$ cat src/rtl/bpb_gshare_predictor.sv
// bpb_gshare_predictor
//
// Branch prediction buffer for the fetch/decode pipeline. The fetch stage
// gets a same-cycle taken/target prediction from a direct-mapped BTB
// (valid, partial tag, target) and a PHT of saturating counters. The PHT is
// indexed by the PC index alone (GSHARE=0) or by PC index XOR the
// speculative global history (GSHARE=1). The decode stage trains the tables
// with the resolved outcome. A one-entry snapshot of the fetch-time lookup
// lets that resolution reach the PHT entry the prediction actually used, and
// lets the speculative history be repaired on a mispredict.
//
// Ports:
//   clk           clock
//   reset         synchronous, active-high
//   stall_d       decode stalled: freezes snapshot, history shift, training
//   flush_d       fetch-stage instruction squashed this cycle
//   pc_f          fetch PC
//   is_branch_f   predecoded conditional branch at pc_f
//   prd_taken_f   predicted taken (combinational)
//   prd_target_f  predicted next PC (combinational)
//   upd_valid     branch in decode resolved this cycle
//   upd_pc        PC of the resolved branch
//   upd_taken     actual outcome
//   upd_target    actual taken target
//   mispredict_d  resolved branch was mispredicted (combinational)

module bpb_gshare_predictor #(
  parameter int INDEX_WIDTH = 4,
  parameter int TAG_WIDTH   = 8,
  parameter int CNT_WIDTH   = 2,
  parameter int GSHARE      = 1
) (
  input  logic        clk,
  input  logic        reset,
  input  logic        stall_d,
  input  logic        flush_d,
  input  logic [31:0] pc_f,
  input  logic        is_branch_f,
  output logic        prd_taken_f,
  output logic [31:0] prd_target_f,
  input  logic        upd_valid,
  input  logic [31:0] upd_pc,
  input  logic        upd_taken,
  input  logic [31:0] upd_target,
  output logic        mispredict_d
);

  localparam int ENTRIES = 1 << INDEX_WIDTH;
  localparam logic [CNT_WIDTH-1:0] CNT_MAX     = '1;
  localparam logic [CNT_WIDTH-1:0] CNT_WEAK_NT = CNT_WIDTH'((1 << (CNT_WIDTH - 1)) - 1);

  // Saturating counter step: up on taken, down on not-taken, clamped at both ends.
  function automatic logic [CNT_WIDTH-1:0] cnt_sat_step(
    input logic [CNT_WIDTH-1:0] cnt,
    input logic                 up
  );
    logic [CNT_WIDTH-1:0] res;
    res = cnt;
    if (up) begin
      if (cnt != CNT_MAX) res = cnt + CNT_WIDTH'(1);
    end else begin
      if (cnt != '0) res = cnt - CNT_WIDTH'(1);
    end
    return res;
  endfunction

  // Prediction tables, held in flops.
  logic                   btb_valid  [ENTRIES];
  logic [TAG_WIDTH-1:0]   btb_tag    [ENTRIES];
  logic [31:0]            btb_target [ENTRIES];
  logic [CNT_WIDTH-1:0]   pht        [ENTRIES];

  // Speculative history and the in-flight snapshot of the last fetch lookup.
  logic [INDEX_WIDTH-1:0] ghr_spec;
  logic [INDEX_WIDTH-1:0] ghr_next;
  logic [INDEX_WIDTH-1:0] inf_ghr;
  logic                   inf_taken;
  logic [31:0]            inf_target;

  // ---------------------------------------------------------------------------
  // Fetch-stage lookup (combinational, reads pre-write table contents)
  // ---------------------------------------------------------------------------
  logic [INDEX_WIDTH-1:0] idx_f;
  logic [TAG_WIDTH-1:0]   tag_f;
  logic [INDEX_WIDTH-1:0] pht_idx_f;
  logic [CNT_WIDTH-1:0]   cnt_f;
  logic                   btb_hit_f;
  logic [31:0]            seq_pc_f;

  assign idx_f     = pc_f[INDEX_WIDTH+1:2];
  assign tag_f     = pc_f[INDEX_WIDTH+TAG_WIDTH+1:INDEX_WIDTH+2];
  assign pht_idx_f = (GSHARE != 0) ? (idx_f ^ ghr_spec) : idx_f;
  assign cnt_f     = pht[pht_idx_f];
  assign btb_hit_f = btb_valid[idx_f] && (btb_tag[idx_f] == tag_f);
  assign seq_pc_f  = pc_f + 32'd4;

  assign prd_taken_f  = is_branch_f & btb_hit_f & cnt_f[CNT_WIDTH-1] & ~reset;
  assign prd_target_f = prd_taken_f ? btb_target[idx_f] : seq_pc_f;

  // ---------------------------------------------------------------------------
  // Decode-stage resolution
  // ---------------------------------------------------------------------------
  logic [INDEX_WIDTH-1:0] upd_idx;
  logic [TAG_WIDTH-1:0]   upd_tag;
  logic [INDEX_WIDTH-1:0] upd_pht_idx;
  logic                   train_en;
  logic                   unused_upd_pc;

  assign upd_idx     = upd_pc[INDEX_WIDTH+1:2];
  assign upd_tag     = upd_pc[INDEX_WIDTH+TAG_WIDTH+1:INDEX_WIDTH+2];
  // The counter trained is the one the fetch lookup read, so gshare mode
  // uses the history captured at fetch time, not the current one.
  assign upd_pht_idx = (GSHARE != 0) ? (upd_idx ^ inf_ghr) : upd_idx;
  assign train_en    = upd_valid & ~stall_d & ~reset;
  // Bits of upd_pc outside the index/tag fields carry no information here.
  assign unused_upd_pc = ^upd_pc;

  assign mispredict_d = train_en &
                        ((upd_taken != inf_taken) |
                         (upd_taken & (upd_target != inf_target)));

  // History repair takes priority over the fetch-side shift: the repaired
  // value is rebuilt from the snapshot plus the real outcome, so anything
  // fetched speculatively in the same cycle is dropped.
  always_comb begin
    ghr_next = ghr_spec;
    if (mispredict_d) begin
      ghr_next = (inf_ghr << 1) | INDEX_WIDTH'(upd_taken);
    end else if (is_branch_f & ~stall_d & ~flush_d) begin
      ghr_next = (ghr_spec << 1) | INDEX_WIDTH'(prd_taken_f);
    end
  end

  // ---------------------------------------------------------------------------
  // Registered state: history, snapshot, tables
  // ---------------------------------------------------------------------------
  always_ff @(posedge clk) begin
    if (reset) begin
      ghr_spec <= '0;
    end else begin
      ghr_spec <= ghr_next;
    end
  end

  // A squashed fetch leaves a "predicted not-taken, target 0" snapshot so its
  // stale prediction never masks a later resolution.
  always_ff @(posedge clk) begin
    if (reset) begin
      inf_ghr    <= '0;
      inf_taken  <= 1'b0;
      inf_target <= '0;
    end else if (!stall_d) begin
      inf_ghr    <= ghr_spec;
      inf_taken  <= prd_taken_f & ~flush_d;
      inf_target <= flush_d ? 32'd0 : prd_target_f;
    end
  end

  // Tags and targets are only meaningful behind a set valid bit, so only the
  // valid bits and counters are cleared by reset.
  always_ff @(posedge clk) begin
    if (reset) begin
      for (int i = 0; i < ENTRIES; i++) begin
        btb_valid[i] <= 1'b0;
        pht[i]       <= CNT_WEAK_NT;
      end
    end else if (train_en) begin
      pht[upd_pht_idx] <= cnt_sat_step(pht[upd_pht_idx], upd_taken);
      if (upd_taken) begin
        btb_valid[upd_idx]  <= 1'b1;
        btb_tag[upd_idx]    <= upd_tag;
        btb_target[upd_idx] <= upd_target;
      end
    end
  end

endmodule

$ cat config.mk
export PLATFORM = sky130hd
export DESIGN_NAME = bpb_gshare_predictor
export DESIGN_NICKNAME = d
export VERILOG_FILES = /design/src/rtl/bpb_gshare_predictor.sv
export SDC_FILE = /design/constraint.sdc
export NUM_CORES = 1
export LEC_CHECK = 0
export BUFFER_PORTS_ARGS = -buffer_cell sky130_fd_sc_hd__buf_4
export CORE_MARGIN = 5
export CORE_UTILIZATION = 50
export DETAILED_ROUTE_END_ITERATION = 8
export GPL_ROUTABILITY_DRIVEN = 1
export PLACE_DENSITY = 0.67
export SLEW_MARGIN = 15
export SYNTH_ARGS = -nofsm -noshare
export SYNTH_HDL_FRONTEND = slang
export SYNTH_SLANG_ARGS = --single-unit
$ cat constraint.sdc
create_clock -name clk -period 5.3 [get_ports clk]
set_clock_uncertainty 0.05 [all_clocks]
set_input_delay 1.06 -clock clk [delete_from_list [all_inputs] [get_ports clk]]
set_output_delay 1.06 -clock clk [all_outputs]
set_load 0.005 [all_outputs]
After elaboration in Yosys (flattened, before gate mapping)
Memory sizes are Yosys's and may differ from the RTL's.
Cells that the tools add are included.
Word-level totals
  register bits after elaboration: 41
  RAM bits: 688
  input bits: 103
  memories kept: 4
Memory list
  btb_target: words 16, bits a word 32, read ports 1, clocked after memory_dff 0, write ports 1, line 70  | logic [31:0] btb_target [ENTRIES];
  btb_tag: words 16, bits a word 8, read ports 1, clocked after memory_dff 0, write ports 1, line 69  | logic [TAG_WIDTH-1:0] btb_tag [ENTRIES];
  pht: words 16, bits a word 2, read ports 2, clocked after memory_dff 0, write ports 16, line 71  | logic [CNT_WIDTH-1:0] pht [ENTRIES];
  btb_valid: words 16, bits a word 1, read ports 1, clocked after memory_dff 0, write ports 16, line 68  | logic btb_valid [ENTRIES];
Operators by class
  add/sub/neg operators: 3
  eq/ne operators: 4
  muxes and demuxes: 24
  bitwise logic cells: 18
  reduce and logical (&&, ||, !) cells: 5
Operator list (number)
  2-to-1 mux 32 bit: 2
  adder 32 x 3 -> 32 bit, second input constant: 1
  inequality test 32 bit: 1
  2-to-1 mux 4 bit: 4
  2-to-1 mux 1 bit: 12
  2-to-1 mux 2 bit: 6
  bitwise AND 1 bit: 10
  equality test 8 bit: 1
  bitwise OR 4 x 1 -> 4 bit: 2
  bitwise XOR 4 bit: 2
  nonzero test 2 bit: 2
  NOT 1 bit: 3
  adder 2 x 1 -> 2 bit, second input constant: 1
  inequality test 2 bit, second input constant: 1
  OR reduction 2 bit: 1
  subtractor 2 x 1 -> 2 bit, second input constant: 1
  logical AND 1 bit: 1
  inequality test 1 bit: 1
  bitwise OR 1 bit: 1
  OR reduction 1 bit: 1

Logic depth before layout (Yosys ltp)
Gate-level depths: netlist of the first run.
An unclocked memory read counts as a cell.
  word-level depth: 9
  gate-level depth with buffers: 14
  depth with buffers taken out: 8

Worst setup path after synthesis of the first run
No wires, ideal clock.
  path kind: in2out
  start: input pc_f[2]
  end: output prd_target_f[28]
  arrival: 3.920 ns
  path slack: 0.270 ns
  stages on the path: 10
  path through: buf_6 > buf_12 > buf_2 > buf_2 > clkbuf_1 > buf_2 > buf_2 > mux4_2 > mux4_2 > mux2_2
Between the ends
  word-level cells in the longest chain between the ends: 7
  elaborated cells between the ends (all ways): 12
  classes of those cells: add/sub (1); eq/ne (1); mux (1); bitwise (4); reduce/logical (1); memory (4)
RTL lines
  start: declaration: line 37  | input logic [31:0] pc_f,
  memory (16 x 8 bit)
  equality test 8 bit: line 94  | assign btb_hit_f = btb_valid[idx_f] && (btb_tag[idx_f] == tag_f);
  logical AND 1 bit: line 94
  bitwise AND 1 bit (3 in a row): line 97  | assign prd_taken_f = is_branch_f & btb_hit_f & cnt_f[CNT_WIDTH-1] & ~reset;
  2-to-1 mux 32 bit *: line 98  | assign prd_target_f = prd_taken_f ? btb_target[idx_f] : seq_pc_f;
  end: declaration: line 40  | output logic [31:0] prd_target_f,
Mark *: on every way between the ends. The rest lies on a longest branch, timed or not.

Final worst setup path of the first run
  start: input pc_f[2]
  end: output prd_target_f[9]
Same word-level chain as after synthesis.

==> results of run 1 <==
-- area by class of cell --
class	count	area share, %
multi-input combinational	681	23.51
tap	773	2.815
sequential	729	62.06
inverter	23	0.2586
clock inverter	29	0.7575
clock buffer	104	5.987
timing repair buffer	181	4.603
antenna	2	0.01457
-- power breakdown --
group          switching (W)  internal (W)
logic               0.000409      0.000324
clock network        0.00211       0.00291
registers          0.0000170       0.00631
-- path summary, 6_finish.rpt --
check,startpoint,end,slack [ns],cells after the start
setup reg to reg,btb_tag[5][2],inf_target[17],1.80,10
hold / removal,inf_target[31],inf_target[31],0.42,2
hold reg to reg,inf_target[31],inf_target[31],0.42,2
setup / recovery,pc_f[2],prd_target_f[9],0.07,10
-- cells in the mapped netlist (3+ instances only) --
library cell / number
a22oi_1: 3
dfxtp_1: 57
a211oi_1: 5
and4_1: 3
nand4_1: 10
buf_1: 20
edfxtp_1: 672
o22ai_1: 20
nor3_1: 26
a22o_1: 37
mux2_4: 27
xor2_1: 43
buf_2: 9
mux2_2: 17
xnor2_1: 31
mux4_1: 7
clkbuf_1: 43
and3_1: 7
or4_1: 3
o211ai_1: 4
or2_2: 17
nor2b_1: 4
buf_12: 3
nand2_1: 53
inv_1: 23
nand3_1: 25
nor4_1: 8
mux4_2: 188
nand2b_1: 6
and2_1: 6
or3_1: 3
nor2_1: 58
o21ai_0: 8
nor3b_1: 3
mux2i_1: 37
-- registers in the layout (all words and copies together) (netlist names) --
| signal | count |
|---|---|
| btb_tag | 128 |
| btb_target | 512 |
| btb_valid | 16 |
| ghr_spec | 4 |
| inf_ghr | 4 |
| inf_taken | 1 |
| inf_target | 32 |
| pht | 32 |
-- metrics by stage --
| step | cells | instance area (um^2) | utilization, % | hold WS (ns) | power (W) |
|---|---|---|---|---|---|
| finish | 2522 | 34360 | 58.32 | 0.4177 | 0.01208 |
| global route | 2522 | 34360 | 58.32 | 0.4513 | 0.01245 |
| CTS | 2520 | 34330 | 58.27 | 0.4205 | 0.01217 |
| detailed placement | 2387 | 32010 | 54.34 | 0.4106 | 0.007183 |
| global placement | 2387 | 32010 | 54.34 | 0.4062 | 0.007164 |
| floorplan | 1512 | 29720 | - | 0.3957 | 0.006868 |
-- worst reg2reg max path: cells and delay by family (launching register included) --
family,cells,cell delay [ns]
flip-flops,1,0.36
multiplexers,3,1.39
AND/OR/NAND/NOR,3,0.90
buffers and inverters,2,0.36
AO/OA/AOI/OAI,2,0.34
-- layer usage --
layer / track usage, % / vias to the layer above / share of wire (%)
li1: - / 6555 / -
met1: 30.03 / 8111 / 40
met5: 0 / - / 0.046
met4: 8.239 / 4 / 3.3
met3: 3.500 / 129 / 6.0
met2: 37.24 / 553 / 51
-- what timing repair did --
item / in CTS / in global routing
setup endpoints to repair: 0 / 32
hold buffers: 0 / 0
resized for setup: 0 / 5
-- cell families (layout without fill, tap and decap cells) --
family | count (synthesis) | after routing | synth area share, %
XOR/XNOR | 74 | 74 | 2.181
buffers and inverters | 102 | 337 | 1.591
AO/OA/AOI/OAI | 90 | 90 | 2.303
other | 0 | 2 | 0
adder cells (fa/ha/maj) | 3 | 3 | 0.1095
multiplexers | 276 | 276 | 18.12
flip-flops | 729 | 729 | 71.74
AND/OR/NAND/NOR | 238 | 238 | 3.957
==> impl_metrics.json, run 1 <==
{
  "status": "complete, no violations",
  "cts_buffers": 74,
  "crit_chain": "buf_12, mux4_1, mux4_2, nand2b_1, o31a_1, nand4b_1, or4b_4, buf_12, mux2_4, buf_4",
  "crit_family": "multiplexers",
  "cts_sinks": 729,
  "hpwl_mm": 42.94,
  "rows": 89,
  "cp_common_cell": "buf_12",
  "synth_largest_area_cell": "edfxtp_1",
  "fillers": 4231,
  "critPathRequiredTime_ns": 4.19,
  "synthArstFlopShare_pct": 0,
  "grt_max_degree": 91,
  "syn_nets": 1616,
  "syn_inst": 1512,
  "cts_tree": "done",
  "fin_crit_sh_pct": 98.68,
  "drtPass1Iterations": 5,
  "slew-limit-headroom_pct": 32.92,
  "gp_congestion": 0.8158,
  "core_area_um2": 58910,
  "vias": 15350,
  "wirelength_mm": 71.95,
  "antenna_found_initial": 4,
  "synth-main-ff-cell": "edfxtp_1",
  "tightest_slew_ns": 0.9969,
  "grt_pass1_wl_mm": 104.3,
  "grt-ovfl-total": 0,
  "cts_setup_buffers": 0,
  "htreeDepth": 3,
  "final_max_slew_viol_count": 0,
  "grt_pass1_vias": 15780,
  "wl_per_cell_um": 28.53,
  "clock_latency_ns": 0.61,
  "final_cell_mix": "672 x edfxtp_1, 188 x mux4_2, 162 x buf_4",
  "hold_path.class": "reg2reg",
  "io-pin-count": 137,
  "path_class": "in2out",
  "yosys_warnings": 0,
  "cts_root_buf": "clkbuf_16",
  "crit_buf_inv": 3,
  "clockBufferDepth": 3,
  "synth_area_leaders": "edfxtp_1 68%, mux4_2 14%, dfxtp_1 3.8%, mux2_4 1.4%, xor2_1 1.3%",
  "drtIter0Drc": 1532,
  "synth_top_area_share_pct": 67.90,
  "multi_input_area_um2": 8077,
  "initial_utilization_pct": 50.45,
  "endpoint_kind": "output pin",
  "fmax_ghz": 0.1912,
  "critPathArrivalTime_ns": 4.12,
  "portBuffers": 116,
  "max_cap_viol_count": 0,
  "peakVddDrop_uv": 229.2,
  "final-seq-area_um2": 21320,
  "synth_area_um2": 29720,
  "pre_cts_slack_ns": 0.02608,
  "yosys.cell_types.count": 54,
  "die_w_um": 253.8,
  "setup_violations": 0,
  "path_max_fanout": 24,
  "p_leak_nw": 11.32,
  "antenna_left": 0,
  "crit_path_max_incr_delay_ns": 0.60,
  "clkSlewWorstSetupHoldPaths_ns": 0.06,
  "fin_crit_ns": 5.230,
  "ys_seq_elements": 729,
  "rsz0062_at_grt": "false",
  "area_growth_pct": 15.60,
  "setup_tns_ns": 0,
  "final_hold_viol_count": 0,
  "vias_per_cell": 6.087,
  "cp_slowest_cell": "or4b_4",
  "drc": 0,
  "final.setup.worst_slack_ns": 0.06993,
  "yosysSeqAreaShare_pct": 71.74,
  "critPathLaunchType": "primary input",
  "die_area_um2": 64410,
  "die_h_um": 253.8,
  "track_usage_pct": 22.26,
  "syn_area_per_cell_um2": 19.66,
  "layout.nets": 1794,
  "p_per_area_nw_per_um2": 351.6,
  "synth_edf_count": 672,
  "final_common_cell": "edfxtp_1",
  "drive_gt1_share_pct": 31.77
}
(Power assumes the default switching activity.)
==> inputs of run 2 (changes only) <==
- ABC_CLOCK_PERIOD_IN_PS: unset -> 5300
- RECOVER_POWER: unset -> 50
==> impl_metrics.json, run 2 (synthesis results as in run 1) <==
{
  "status": "complete, no violations",
  "area_growth_pct": 14.98,
  "hpwl_mm": 42.94,
  "clkSlewWorstSetupHoldPaths_ns": 0.06,
  "endpoint_kind": "output pin",
  "grt_pass1_wl_mm": 104.3,
  "die_h_um": 253.8,
  "crit_buf_inv": 3,
  "fillers": 4270,
  "htreeDepth": 3,
  "largestRegisters": "btb_target (512), btb_tag (128)",
  "drc": 0,
  "wirelength_mm": 72.11,
  "largest_reg_flops": 512,
  "path_class": "in2out",
  "tightest_slew_ns": 0.9713,
  "cts_sinks": 729,
  "die_w_um": 253.8,
  "fin_crit_ns": 5.247,
  "clockBufferDepth": 3,
  "critPathArrivalTime_ns": 4.14,
  "drtPass1Iterations": 5,
  "final_hold_viol_count": 0,
  "antenna_found_initial": 5,
  "vias_per_cell": 6.115,
  "hold_path.class": "reg2reg",
  "drtIter0Drc": 1525,
  "hold_slack_ns": 0.4172,
  "die_area_um2": 64410,
  "cts_tree": "done",
  "cp_slowest_cell": "or4b_4",
  "clock_latency_ns": 0.61,
  "final_common_cell": "edfxtp_1",
  "io-pin-count": 137,
  "fin_crit_sh_pct": 98.99,
  "core_area_um2": 58910,
  "crit_path_max_incr_delay_ns": 0.60,
  "cts_root_buf": "clkbuf_16",
  "peakVddDrop_uv": 227.3,
  "p_leak_nw": 11.17,
  "grt_max_degree": 91,
  "max_cap_viol_count": 0,
  "rsz0062_at_grt": "false",
  "critPathLaunchType": "primary input",
  "crit_chain": "buf_12, mux4_1, mux4_2, nand2b_1, o31a_1, nand4b_1, or4b_4, buf_12, mux2_4, buf_4",
  "gp_congestion": 0.8158,
  "fmax_ghz": 0.1906,
  "drive_gt1_share_pct": 29.19,
  "wl_per_cell_um": 28.59,
  "layout.nets": 1794,
  "path_max_fanout": 24,
  "portBuffers": 116,
  "vias": 15420,
  "highest_layer": "met5",
  "track_usage_pct": 22.26,
  "cts_buffers": 74,
  "critPathRequiredTime_ns": 4.19,
  "grt_pass1_vias": 15780,
  "slew-limit-headroom_pct": 34.65,
  "antenna_left": 0,
  "wl_met3_mm": 4.046,
  "dr_wl_met2_mm": 36.63,
  "regMostFlops": "btb_target",
  "final_area_um2": 34170,
  "grt-ovfl-total": 0,
  "final_max_slew_viol_count": 0,
  "setup_tns_ns": 0,
  "initial_utilization_pct": 50.45,
  "rows": 89,
  "cts_setup_buffers": 0,
  "place_area_um2": 32010,
  "crit_family": "multiplexers",
  "cp_common_cell": "buf_12",
  "final_cell_mix": "672 x edfxtp_1, 188 x mux4_2, 121 x buf_4",
  "setup_violations": 0,
  "p_per_area_nw_per_um2": 353.2,
  "wl_met1_mm": 28.99
}
[run 2: cell types whose count changed in the layout (fill, tap and decap cells not counted), sizes merged]
cell    previous run  this run
buf              180       139
clkbuf           105       146
[run 2: final timing paths]
kind | cells past startpoint | endpoint | from | slack, ns
worst max-delay path | 10 | prd_target_f[9] | pc_f[2] | 0.05
worst min-delay path | 2 | inf_target[31] | inf_target[31] | 0.42
worst max register to register | 10 | inf_target[17] | btb_tag[5][2] | 1.78
worst min register to register | 2 | inf_target[31] | inf_target[31] | 0.42
[run 2: layout make-up]
class	instances	area, um^2	area share [%]
Clock inverter	29	260.3	0.7616
Sequential cell	729	21320	62.39
Clock buffer	104	2057	6.019
Timing Repair Buffer	181	1428	4.178
Inverter	23	88.84	0.2600
Tap cell	773	967.2	2.830
Antenna cell	2	5.005	0.01465
Multi-Input combinational cell	681	8046	23.55
[run 2: where the power goes]
part | switching, W | leakage, nW | internal, W
Combinational | 0.000410 | 3.54 | 0.000309
Clock | 0.00211 | 1.13 | 0.00291
Sequential | 0.0000171 | 6.49 | 0.00631
Total | 0.00254 | 11.2 | 0.00953
[run 2: worst reg2reg max path, delay by kind of cell, from the launching register on]
kind | cells | cell delay (ns)
AND/OR/NAND/NOR | 3 | 0.90
multiplexers | 3 | 1.39
buffers and inverters | 2 | 0.36
flip-flops | 1 | 0.35
AO/OA/AOI/OAI | 2 | 0.35
[run 2: repair_timing]
action	CTS	global route
hold buffers	0	0
setup endpoints to repair	0	32
resized for setup	0	5
[run 2: stage by stage]
| step | setup WS [ns] | total power, W | util (%) | std cells |
|---|---|---|---|---|
| after detailed placement | 0.02608 | 0.007183 | 54.34 | 2387 |
| after global routing | 0.002644 | 0.01243 | 58.01 | 2522 |
| after floorplan | 0.2698 | 0.006868 | - | 1512 |
| after CTS | 0.02364 | 0.01217 | 58.27 | 2520 |
| after global placement | 0.05704 | 0.007164 | 54.34 | 2387 |
| final | 0.05336 | 0.01207 | 58.01 | 2522 |
[run 2: metal layers]
metal	GRT usage (%)	vias to the layer above
li1	-	6556
met1	30.03	8154
met2	37.24	572
met3	3.500	135
met4	8.239	6
met5	0	-
==> inputs of run 3 (changes only) <==
- ABC_CLOCK_PERIOD_IN_PS: 5300 -> 5600
- clock period: 5.3 -> 5.6 ns (I/O delays scaled with it)
==> impl_metrics.json, run 3 (synthesis results as in run 1) <==
{
  "slew-limit-headroom_pct": -31.25,
  "die_area_um2": 64410,
  "area_growth_pct": 15.13,
  "violations": "max-capacitance violations, max-slew violations",
  "gp_congestion": 0.8413,
  "pwr-share-clk_pct": 42.4,
  "clockBufferDepth": 3,
  "pre_cts_slack_ns": 0.05604,
  "final_common_cell": "edfxtp_1",
  "grt-ovfl-total": 0,
  "rsz0062_at_grt": "false",
  "path_class": "in2out",
  "initial_utilization_pct": 50.45,
  "clock_latency_ns": 0.62,
  "core_area_um2": 58910,
  "cts_root_buf": "clkbuf_16",
  "drtPass1Iterations": 6,
  "vias": 15350,
  "grt_pass1_wl_mm": 105.6,
  "critPathRequiredTime_ns": 4.43,
  "swShare_pct": 20.83,
  "wirelength_mm": 72.04,
  "final_cell_mix": "672 x edfxtp_1, 188 x mux4_2, 111 x buf_4",
  "status": "finished with violations",
  "pwr-share-comb_pct": 5.9,
  "critPathArrivalTime_ns": 4.30,
  "critPathLaunchType": "primary input",
  "cts_setup_buffers": 0,
  "largest_reg_flops": 512,
  "grt_pass1_vias": 15770,
  "drc": 0,
  "hpwl_mm": 42.30,
  "setup_tns_ns": 0,
  "fin_crit_sh_pct": 97.59,
  "p_per_area_nw_per_um2": 338.3,
  "die_h_um": 253.8,
  "final.setup.worst_slack_ns": 0.1349,
  "hold_path.class": "reg2reg",
  "cts_tree": "done",
  "io-pin-count": 137,
  "regMostFlops": "btb_target",
  "cts_buffers": 75,
  "largestRegisters": "btb_target (512), btb_tag (128)",
  "track_usage_pct": 22.42,
  "path_max_fanout": 20,
  "antenna_left": 0,
  "antenna_found_initial": 6,
  "fmax_ghz": 0.1830,
  "fin_crit_ns": 5.465,
  "final_hold_viol_count": 0,
  "seqPwrFrac_pct": 51.8,
  "layout.nets": 1786,
  "clkSlewWorstSetupHoldPaths_ns": 0.06,
  "cts_sinks": 729,
  "wl_per_cell_um": 28.64,
  "p_leak_nw": 11.18,
  "vias_per_cell": 6.105,
  "htreeDepth": 3,
  "endpoint_kind": "output pin",
  "setup_violations": 0,
  "max_cap_viol_count": 1,
  "switching_power_w": 0.002411,
  "portBuffers": 116,
  "drive_gt1_share_pct": 28.89,
  "rows": 89,
  "final_max_slew_viol_count": 46,
  "drtIter0Drc": 1599,
  "die_w_um": 253.8,
  "ctsHoldBuffers": 0,
  "final_util_pct": 58.09,
  "tightest_slew_ns": 1.969,
  "post_cts_resized": 0,
  "p_int_w": 0.009164,
  "grt_max_degree": 67,
  "peakVddDrop_uv": 242.6
}
==> run 3: power by group through the flow <==
stage,clock (W),combinational (W),sequential [W]
CTS,0.00498,0.000699,0.00599
global placement,0,0.000682,0.00610
finish,0.00490,0.000681,0.00599
floorplan,0,0.000398,0.00610
global route,0.00522,0.000724,0.00599
detailed placement,0,0.000696,0.00610
==> run 3: final timing paths <==
kind,from,endpoint,slack [ns],cells after the start
min,btb_valid[15],btb_valid[15],0.42,2
max reg2reg,btb_tag[7][6],inf_target[22],2.03,10
min reg2reg,btb_valid[15],btb_valid[15],0.42,2
max,pc_f[2],prd_target_f[13],0.13,10
==> run 3: layout make-up <==
class / instances / area (um^2)
Antenna cell: 1 / 2.502
Clock buffer: 108 / 2143
Clock inverter: 28 / 287.8
Fill cell: 4249 / 24690
Inverter: 23 / 87.58
Multi-Input combinational cell: 681 / 8040
Sequential cell: 729 / 21320
Tap cell: 773 / 967.2
Timing Repair Buffer: 172 / 1368
==> run 3: per-stage QoR <==
step | std cells | hold WS, ns | power [W] | area, um^2
after floorplan | 1512 | 0.3957 | 0.006500 | 29720
after global placement | 2378 | 0.4063 | 0.006783 | 31960
after detailed placement | 2378 | 0.4129 | 0.006800 | 31960
after CTS | 2514 | 0.4213 | 0.01166 | 34390
after global routing | 2515 | 0.4360 | 0.01193 | 34220
final | 2515 | 0.4235 | 0.01157 | 34220
==> run 3: routing by layer <==
metal  vias up  global-route usage (%)  wire length, um
li1       6544                       -                -
met1      8114                   30.95            28740
met2       585                   37.75            36820
met3       102                   3.766             4804
met4         8                   5.953             1614
met5         -                       0               60
==> run 3: critical path: stages <==
cell	delay [ns]
buf_8	0.19
mux4_2	0.54
xnor2_1	0.16
nor2_1	0.08
o41a_1	0.45
mux2_4	0.33
or4b_4	0.57
buf_4	0.30
mux2_4	0.39
buf_4	0.15
